**src/rtl/bit_serializer_ctrl_pkg.sv**
```systemverilog
// -----------------------------------------------------------------------------
// bit_ser_pkg
// Shared constants and types for the bit serializer controller.
//   WIDTH   : serialized word width (fixed at 16)
//   SEL_W   : width of the bit-select index (log2 of WIDTH)
//   state_t : controller FSM states
// -----------------------------------------------------------------------------
package bit_ser_pkg;

   localparam int WIDTH = 16;
   localparam int SEL_W = 4;

   typedef enum logic [1:0] {
      ST_IDLE  = 2'd0,
      ST_SHIFT = 2'd1,
      ST_DONE  = 2'd2
   } state_t;

endpackage : bit_ser_pkg

```
**src/rtl/bit_serializer_ctrl_if.sv**
```systemverilog
// -----------------------------------------------------------------------------
// bit_serializer_ctrl_if
// Request / serial-stream bundle for bit_serializer_ctrl.
//   start, data_in, msb_first, nbits : transfer request and its parameters
//   abort                            : cancel of a transfer in progress
//   ser_ready                        : downstream accepts the current bit
//   sel, ser_out, ser_valid          : serial stream and its bit index
//   busy, done                       : transfer status
// Modports: master drives the request side, slave is the controller.
// -----------------------------------------------------------------------------
interface bit_serializer_ctrl_if;
   import bit_ser_pkg::*;

   logic             start;
   logic [WIDTH-1:0] data_in;
   logic             msb_first;
   logic [SEL_W-1:0] nbits;
   logic             abort;
   logic             ser_ready;
   logic [SEL_W-1:0] sel;
   logic             ser_out;
   logic             ser_valid;
   logic             busy;
   logic             done;

   modport master (
      output start, data_in, msb_first, nbits, abort, ser_ready,
      input  sel, ser_out, ser_valid, busy, done
   );

   modport slave (
      input  start, data_in, msb_first, nbits, abort, ser_ready,
      output sel, ser_out, ser_valid, busy, done
   );

endinterface : bit_serializer_ctrl_if

```
**src/rtl/bit_serializer_ctrl_mux.sv**
```systemverilog
// -----------------------------------------------------------------------------
// mux16to1
// Plain 16:1 bit-select multiplexer.
//   data : 16-bit input word
//   sel  : index of the bit to pass through
//   y    : data[sel]
// -----------------------------------------------------------------------------
module mux16to1
   import bit_ser_pkg::*;
(
   input  logic [WIDTH-1:0] data,
   input  logic [SEL_W-1:0] sel,
   output logic             y
);

   assign y = data[sel];

endmodule : mux16to1

```
**src/rtl/bit_serializer_ctrl.sv**
```systemverilog
// -----------------------------------------------------------------------------
// bit_serializer_ctrl
// Captures a 16-bit word on start and streams 1..16 of its bits, LSB-first or
// MSB-first, over a valid/ready handshake. Supports abort and backpressure.
//   clk : clock, all state changes on its rising edge
//   rst : asynchronous active-high reset
//   bus : bit_serializer_ctrl_if.slave (request, serial stream, status)
// -----------------------------------------------------------------------------
module bit_serializer_ctrl
   import bit_ser_pkg::*;
(
   input  logic                        clk,
   input  logic                        rst,
   bit_serializer_ctrl_if.slave        bus
);

   state_t           state;
   logic [WIDTH-1:0] word;
   logic             msb_mode;
   logic [SEL_W-1:0] last_idx;
   logic [SEL_W-1:0] count;
   logic [SEL_W-1:0] sel;
   logic             ser_valid;
   logic             busy;
   logic             done;
   logic             mux_bit;

   // Bit select is driven only by registered word and sel, so there is no
   // combinational path from ser_ready to the stream.
   mux16to1 u_mux (
      .data (word),
      .sel  (sel),
      .y    (mux_bit)
   );

   // NOTE: every register below is assigned with <= so all of them update
   // together from the pre-edge values; blocking assigns here would let later
   // statements see half-updated state.
   always_ff @(posedge clk or posedge rst) begin
      if (rst) begin
         state     <= ST_IDLE;
         word      <= '0;
         msb_mode  <= 1'b0;
         last_idx  <= '0;
         count     <= '0;
         sel       <= '0;
         ser_valid <= 1'b0;
         busy      <= 1'b0;
         done      <= 1'b0;
      end else begin
         unique case (state)
            ST_IDLE: begin
               done <= 1'b0;
               if (bus.start && !bus.abort) begin
                  word      <= bus.data_in;
                  msb_mode  <= bus.msb_first;
                  last_idx  <= bus.nbits;
                  count     <= '0;
                  sel       <= bus.msb_first ? SEL_W'(WIDTH - 1) : '0;
                  ser_valid <= 1'b1;
                  busy      <= 1'b1;
                  state     <= ST_SHIFT;
               end
            end

            ST_SHIFT: begin
               // Abort wins over a simultaneous handshake: that bit is dropped.
               if (bus.abort) begin
                  ser_valid <= 1'b0;
                  busy      <= 1'b0;
                  state     <= ST_IDLE;
               end else if (bus.ser_ready) begin
                  if (count == last_idx) begin
                     ser_valid <= 1'b0;
                     done      <= 1'b1;
                     state     <= ST_DONE;
                  end else begin
                     count <= count + 1'b1;
                     // 4-bit arithmetic gives the modulo-16 step for free.
                     sel   <= msb_mode ? sel - 1'b1 : sel + 1'b1;
                  end
               end
            end

            ST_DONE: begin
               // Single-cycle state; abort leads to the same place.
               done  <= 1'b0;
               busy  <= 1'b0;
               state <= ST_IDLE;
            end

            default: begin
               ser_valid <= 1'b0;
               busy      <= 1'b0;
               done      <= 1'b0;
               state     <= ST_IDLE;
            end
         endcase
      end
   end

   assign bus.sel       = sel;
   assign bus.ser_out   = ser_valid & mux_bit;
   assign bus.ser_valid = ser_valid;
   assign bus.busy      = busy;
   assign bus.done      = done;

endmodule : bit_serializer_ctrl
```
**src/flat_wrapper.sv**
```systemverilog
// flat-port wrapper written by rule: the top's interface ports become plain ports
module bit_serializer_ctrl_flat import bit_ser_pkg::*;
  (clk, rst, bus_start, bus_data_in, bus_msb_first, bus_nbits, bus_abort, bus_ser_ready, bus_sel, bus_ser_out, bus_ser_valid, bus_busy, bus_done);
  bit_serializer_ctrl_if bus_i ();
  input  logic clk;
  input  logic rst;
  input wire logic [$bits(bus_i.start)-1:0] bus_start;
  input wire logic [$bits(bus_i.data_in)-1:0] bus_data_in;
  input wire logic [$bits(bus_i.msb_first)-1:0] bus_msb_first;
  input wire logic [$bits(bus_i.nbits)-1:0] bus_nbits;
  input wire logic [$bits(bus_i.abort)-1:0] bus_abort;
  input wire logic [$bits(bus_i.ser_ready)-1:0] bus_ser_ready;
  output wire logic [$bits(bus_i.sel)-1:0] bus_sel;
  output wire logic [$bits(bus_i.ser_out)-1:0] bus_ser_out;
  output wire logic [$bits(bus_i.ser_valid)-1:0] bus_ser_valid;
  output wire logic [$bits(bus_i.busy)-1:0] bus_busy;
  output wire logic [$bits(bus_i.done)-1:0] bus_done;
  assign bus_i.start = bus_start;
  assign bus_i.data_in = bus_data_in;
  assign bus_i.msb_first = bus_msb_first;
  assign bus_i.nbits = bus_nbits;
  assign bus_i.abort = bus_abort;
  assign bus_i.ser_ready = bus_ser_ready;
  assign bus_sel = bus_i.sel;
  assign bus_ser_out = bus_i.ser_out;
  assign bus_ser_valid = bus_i.ser_valid;
  assign bus_busy = bus_i.busy;
  assign bus_done = bus_i.done;
  bit_serializer_ctrl u_core (.clk(clk), .rst(rst), .bus(bus_i));
endmodule
```
**config.mk**
```make
export PLATFORM = sky130hd
export DESIGN_NAME = bit_serializer_ctrl_flat
export DESIGN_NICKNAME = d
export VERILOG_FILES = /design/src/rtl/bit_serializer_ctrl_pkg.sv /design/src/rtl/bit_serializer_ctrl_if.sv /design/src/rtl/bit_serializer_ctrl_mux.sv /design/src/rtl/bit_serializer_ctrl.sv /design/src/flat_wrapper.sv
export SDC_FILE = /design/constraint.sdc
export NUM_CORES = 1
export LEC_CHECK = 0
export BUFFER_PORTS_ARGS = -buffer_cell sky130_fd_sc_hd__clkbuf_2
export CORE_MARGIN = 3
export CORE_UTILIZATION = 35
export CTS_BUF_LIST = sky130_fd_sc_hd__clkbuf_8
export CTS_CLUSTER_SIZE = 16
export DETAILED_ROUTE_END_ITERATION = 8
export GPL_ROUTABILITY_DRIVEN = 1
export GPL_TIMING_DRIVEN = 0
export PLACE_DENSITY = 0.58
export SLEW_MARGIN = 25
export SYNTH_ARGS = -nofsm -noshare
export SYNTH_HDL_FRONTEND = slang
export SYNTH_SLANG_ARGS = --single-unit
```
**constraint.sdc**
```tcl
create_clock -name clk -period 5.1 [get_ports clk]
set_clock_uncertainty 0.05 [all_clocks]
set_input_delay 0.51 -clock clk [delete_from_list [all_inputs] [get_ports clk]]
set_output_delay 0.51 -clock clk [all_outputs]
set_load 0.01 [all_outputs]
```
Yosys cells after proc, flatten, opt, wreduce, memory -nomap -nowiden

Cells that the tools add are included.

Register bits after elaboration: 34
Output and inout port bits: 8
Logic and storage cells: 66

Add/subtract/negate cells: 3
Magnitude comparators: 1
Equality and inequality tests: 11
Muxes and demuxes: 30
Bitwise operators: 2
Reduce and logical (&&, ||, !) cells: 10

Operators with widths:

| kind                                                                         | count |
|---|---|
| 4-bit two-way mux                                                            | 10 |
| 4-bit one-hot mux with 2 select lines                                        | 2 |
| 1-bit two-way mux                                                            | 10 |
| 4-bit by 1-bit adder with 4-bit output, second input constant                | 2 |
| 2-bit two-way mux                                                            | 4 |
| 2-bit != test, second input constant                                         | 4 |
| 3-bit AND reduction                                                          | 2 |
| 4-bit by 5-bit less-than comparator with 1-bit output, second input constant | 1 |
| 5-bit AND reduction                                                          | 1 |
| 1-bit binary-select mux with 4-bit select                                    | 1 |
| 4-bit equality test                                                          | 1 |
| 2-bit by 1-bit != test with 1-bit output, second input constant              | 2 |
| 2-bit one-hot mux with 2 select lines                                        | 1 |
| 2-bit AND reduction                                                          | 2 |
| 4-bit AND reduction                                                          | 1 |
| 4-bit by 1-bit subtractor with 4-bit output, second input constant           | 1 |
| 3-bit by 2-bit != test with 1-bit output, second input constant              | 1 |
| 3-bit != test, second input constant                                         | 1 |
| 1-bit one-hot mux with 3 select lines                                        | 1 |
| 2-bit by 1-bit equality test with 1-bit output, second input constant        | 1 |
| 2-bit equality test, second input constant                                   | 1 |
| 2-bit zero test                                                              | 1 |
| 1-bit one-hot mux with 2 select lines                                        | 1 |
| 2-bit nonzero test                                                           | 1 |
| 4 further kinds                                                              | 4 |

Depth between registers and ports, before layout

Depth in word-level cells: 6
Depth in mapped cells: 6
Mapped depth without buffers: 5

Cells and area by module

A second synthesis with hierarchy kept.

Cells, all modules: 139
Area, all modules: 1719.1 um^2

Modules (own cells, without submodules):

| module              | instances | cells an instance | area an instance (um^2) | sequential area each (um^2) |
|---|---|---|---|---|
| bit_serializer_ctrl | 1         | 132               | 1584.0                  | 850.8 |
| mux16to1            | 1         | 7                 | 135.1                   | 0.0 |

Worst setup path before layout

No wires, ideal clock.

Kind: reg2out
Start point: register u_core.sel[1], in the netlist u_core.bus.sel[1]
End point: output port bus_ser_out
Arrival time: 1.691 ns
Data required time: 4.540 ns
Slack: 2.849 ns
Stages on the path, launching flop included: 4
Buffers on the path: 0
Cell sequence: dfrtp_1 > mux4_1 > mux4_2 > and2_1

Word-level cells in the longest chain between the ends: 3

RTL lines:

| element                                   | line                          | RTL |
|---|---|---|
| start: declaration                        | bit_serializer_ctrl.sv:22     | `logic [SEL_W-1:0] sel;` |
| start signal: assignment                  | bit_serializer_ctrl.sv:59     | `sel <= bus.msb_first ? SEL_W'(WIDTH - 1) : '0;` |
| start signal: assignment                  | bit_serializer_ctrl.sv:80     | `sel <= msb_mode ? sel - 1'b1 : sel + 1'b1;` |
| 1-bit binary-select mux with 4-bit select | bit_serializer_ctrl_mux.sv:16 | `assign y = data[sel];` |
| 1-bit two-way mux (not written as such)   | bit_serializer_ctrl_mux.sv:16 |  |
| 1-bit AND                                 | bit_serializer_ctrl.sv:103    | `assign bus.ser_out = ser_valid & mux_bit;` |
| end: declaration                          | flat_wrapper.sv:14            | `output wire logic [$bits(bus_i.ser_out)-1:0] bus_ser_out;` |

No other way between the ends. The select of a mux whose other input is x is not followed.

Final worst setup path

Same ends and word-level chain as after synthesis.

==> flow_summary_export.csv <==
group,metric,value,unit
critical_path,start_kind,"register",
logic_synthesis,synthesis.area,1723,sq um
routing,dr.pass1.iters,4,
place,place_hpwl,2745,um
clock_network,htreeDepth,2,
cells_and_area,final_area,2061,sq um
clock_network,post_cts_buffers,0,
critical_path,end_kind,"output pin",
place,pre_cts_ws,2651,ps
global_routing,antenna_found_initial,0,
critical_path,cp_cell_sequence,"mux4_1 > mux4_2 > and2_1 > clkbuf_2",
critical_path,cpPeakStageDelay,600,ps
power,p_switching,0.3526,mW
power,peakVddDrop,0.2178,mV
routing,wire_per_inst,14.55,um
floorplan,die-area,5800,sq um
floorplan,fp.dieW,76.16,um
routing,postRouteAntennaNets,0,
place,gp_congestion,0.7968,
global_routing,grt_usage,13.42,%
outcome,status,"completed",
place,place_inst,236,
floorplan,die_y,76.16,um
critical_path,required,4540,ps
global_routing,overflow,0,
cells_and_area,diodes,0,
global_routing,grt_max_degree,35,
logic_synthesis,yosysUniqueCellTypes,39,
power,switching_share,34.54,%
logic_synthesis,synth.top_cells.by_area,"dfrtp_1 49%, mux2_2 14%, mux4_1 6.1%, xor2_1 2.5%, ha_1 2.2%",
power,power_frac_clock,19.6,%
cells_and_area,nets,208,
global_routing,grt_pass1_wl,6272,um
sta,worstMarginPinSlew,714.4,ps
logic_synthesis,yosysSeqAreaShare,49.38,%
logic_synthesis,synthArstFlopShare,100.0,%
logic_synthesis,synthCells,138,
critical_path,cp_max_fo,8,
logic_synthesis,synth_edf_count,0,
routing,wl,3550,um
clock_network,ctsHoldBuffers,0,
place,port_buffers,33,
clock_network,clkLatencyLatePin,280,ps
global_routing,grt_pass1_vias,1352,
power,p_int,0.6684,mW
power,pwr-share-comb,39.0,%
sta,max_freq,364.4,MHz
routing,drtIter0Drc,52,
cells_and_area,fin_util,45.15,%
place,post_dp_cell_area,1969,sq um
power,seq_power_share,41.4,%
logic_synthesis,synth_ff_type,"dfrtp_1",
routing,via_per_inst,4.955,
floorplan,ios,34,
power,power_density,495.5,nW/um^2
sta,finalHoldViolCount,0,
cells_and_area,instances_no_fill,244,
cells_and_area,area_growth_syn_to_layout,19.61,%
clock_network,cts_tree,"built",
sta,min_period,2744,ps
clock_network,cts.path.max_buffers,2,
critical_path,slowest_stage,"mux4_1",
sta,setup_viol,0,
logic_synthesis,yosys.area.top_type_share,49.38,%
clock_network,cts.repair.resized,0,
clock_network,cts_buffers,5,
logic_synthesis,syn-mean-instance-area,12.48,sq um
floorplan,rows,24,
cells_and_area,layout-drive-gt1-share,39.66,%
min_path,hold_path_class,"in -> async",
critical_path,path_class,"reg -> out",
critical_path,cp.arrival,2180,ps
floorplan,core,4564,sq um
clock_network,cts.sinks,34,
sta,fin_crit_sh,53.80,%
power,p_leak,0.9542,nW
sta,worst_slack,2356,ps
logic_synthesis,synth_largest_area_cell,"dfrtp_1",
logic_synthesis,ys_warn_count,0,
sta,slew_violations,0,
sta,slew_headroom,52.30,%
clock_network,clk_root_buffer_cell,"clkbuf_8",
logic_synthesis,syn-num-nets,168,
clock_network,clk_pin_slew_worst_paths,70,ps
sta,setup_tns,0,ps
logic_synthesis,synth_seq_cells,34,
routing,dr_total_vias,1209,
floorplan,start_util,37.75,%
job,drv_cap,0,
sta,rsz0062_at_grt,"false",
routing,route.detailed.drc,0,
## layout make-up
type | count | area [sq um]
clock inverters | 2 | 8.758
repair buffers | 33 | 165.2
inverters | 8 | 30.03
fillers | 458 | 2504
clock buffers | 6 | 82.58
plain buffers | 5 | 28.78
multi-input cells | 91 | 813.3
well taps | 65 | 81.33
flip-flops and latches | 34 | 850.8
## routing by layer
layer / track usage (%) / vias to the layer above / routed length, um
met5: 0 / - / 0
met4: 4.348 / 0 / 41
met3: 4.846 / 6 / 203
met2: 22.34 / 30 / 1742
met1: 16.19 / 587 / 1562
li1: - / 586 / -
## worst max-delay path: cells and delay by family (launching register included)
| family | cells | cell delay (ps) |
|---|---|---|
| flops | 1 | 530 |
| buf+inv | 1 | 120 |
| mux | 2 | 1090 |
| simple gates | 1 | 170 |
## metrics by stage
step / power [mW] / hold WS [ps]
after floorplan: 0.7141 / 421.9
after detailed placement: 0.8320 / 437.6
final: 1.021 / 274.5
after global placement: 0.8139 / 431.0
after global routing: 1.103 / 346.9
after CTS: 1.035 / 302.5
## power groups by stage
stage	logic (mW)	registers, mW	clock network (mW)
floorplan	0.297	0.417	0
global placement	0.390	0.424	0
detailed placement	0.404	0.428	0
CTS	0.404	0.423	0.208
global route	0.449	0.433	0.221
finish	0.399	0.422	0.200
## cells by family after synthesis
group / count (synthesis) / synth area share (%)
multiplexers: 27 / 21.71
AO/OA/AOI/OAI: 22 / 9.006
AND/OR/NAND/NOR: 33 / 10.60
XOR/XNOR: 5 / 2.542
buffers and inverters: 13 / 3.413
adder cells (fa/ha/maj): 4 / 3.341
flip-flops: 34 / 49.38
## path summary, 6_finish.rpt
check	slack [ps]	cells after the start	startpoint	end
hold reg to reg	450	1	u_core.word[9]$_DFFE_PP0P_	u_core.word[9]$_DFFE_PP0P_
setup / recovery	2360	4	u_core.bus.sel[1]$_DFFE_PP0P_	bus_ser_out
hold / removal	270	2	rst	u_core.last_idx[3]$_DFFE_PP0P_
max in group asynchronous	4260	2	rst	u_core.word[4]$_DFFE_PP0P_
min in group clk	410	2	bus_data_in[9]	u_core.word[9]$_DFFE_PP0P_
setup reg to reg	3140	4	u_core.state[0]$_DFFE_PP0P_	u_core.word[5]$_DFFE_PP0P_
## registers in the layout, indices dropped and copies added, names as in the netlist
name                  count
u_core.bus.done           1
u_core.bus.ser_valid      1
u_core.msb_mode           1
u_core.count              4
u_core.state              2
u_core.last_idx           4
u_core.word              16
u_core.bus.sel            4
u_core.bus.busy           1
## cells in the final DEF (no fill, tap or decap), types with 2 or more instances in the layout
cell	synthesis	routed
dfrtp_1	34	34
clkbuf_2	0	33
mux2_2	21	21
inv_1	8	8
nor2_1	8	8
nand2_1	7	7
clkbuf_8	0	6
a21oi_1	5	5
xor2_1	5	5
nand3_1	5	5
a31oi_1	4	4
mux4_1	4	4
nor3_1	3	3
ha_1	3	3
nand2b_1	2	2
buf_2	2	2
a31o_2	2	2
o22a_1	2	2
## synth_stat cells (2+ instances only)
| cell | count |
|---|---|
| a21oi_1 | 5 |
| a31o_2 | 2 |
| a31oi_1 | 4 |
| buf_2 | 2 |
| dfrtp_1 | 34 |
| ha_1 | 3 |
| inv_1 | 8 |
| mux2_2 | 21 |
| mux4_1 | 4 |
| nand2_1 | 7 |
| nand2b_1 | 2 |
| nand3_1 | 5 |
| nor2_1 | 8 |
| nor3_1 | 3 |
| o22a_1 | 2 |
| xor2_1 | 5 |
(Power assumes the default switching activity.)
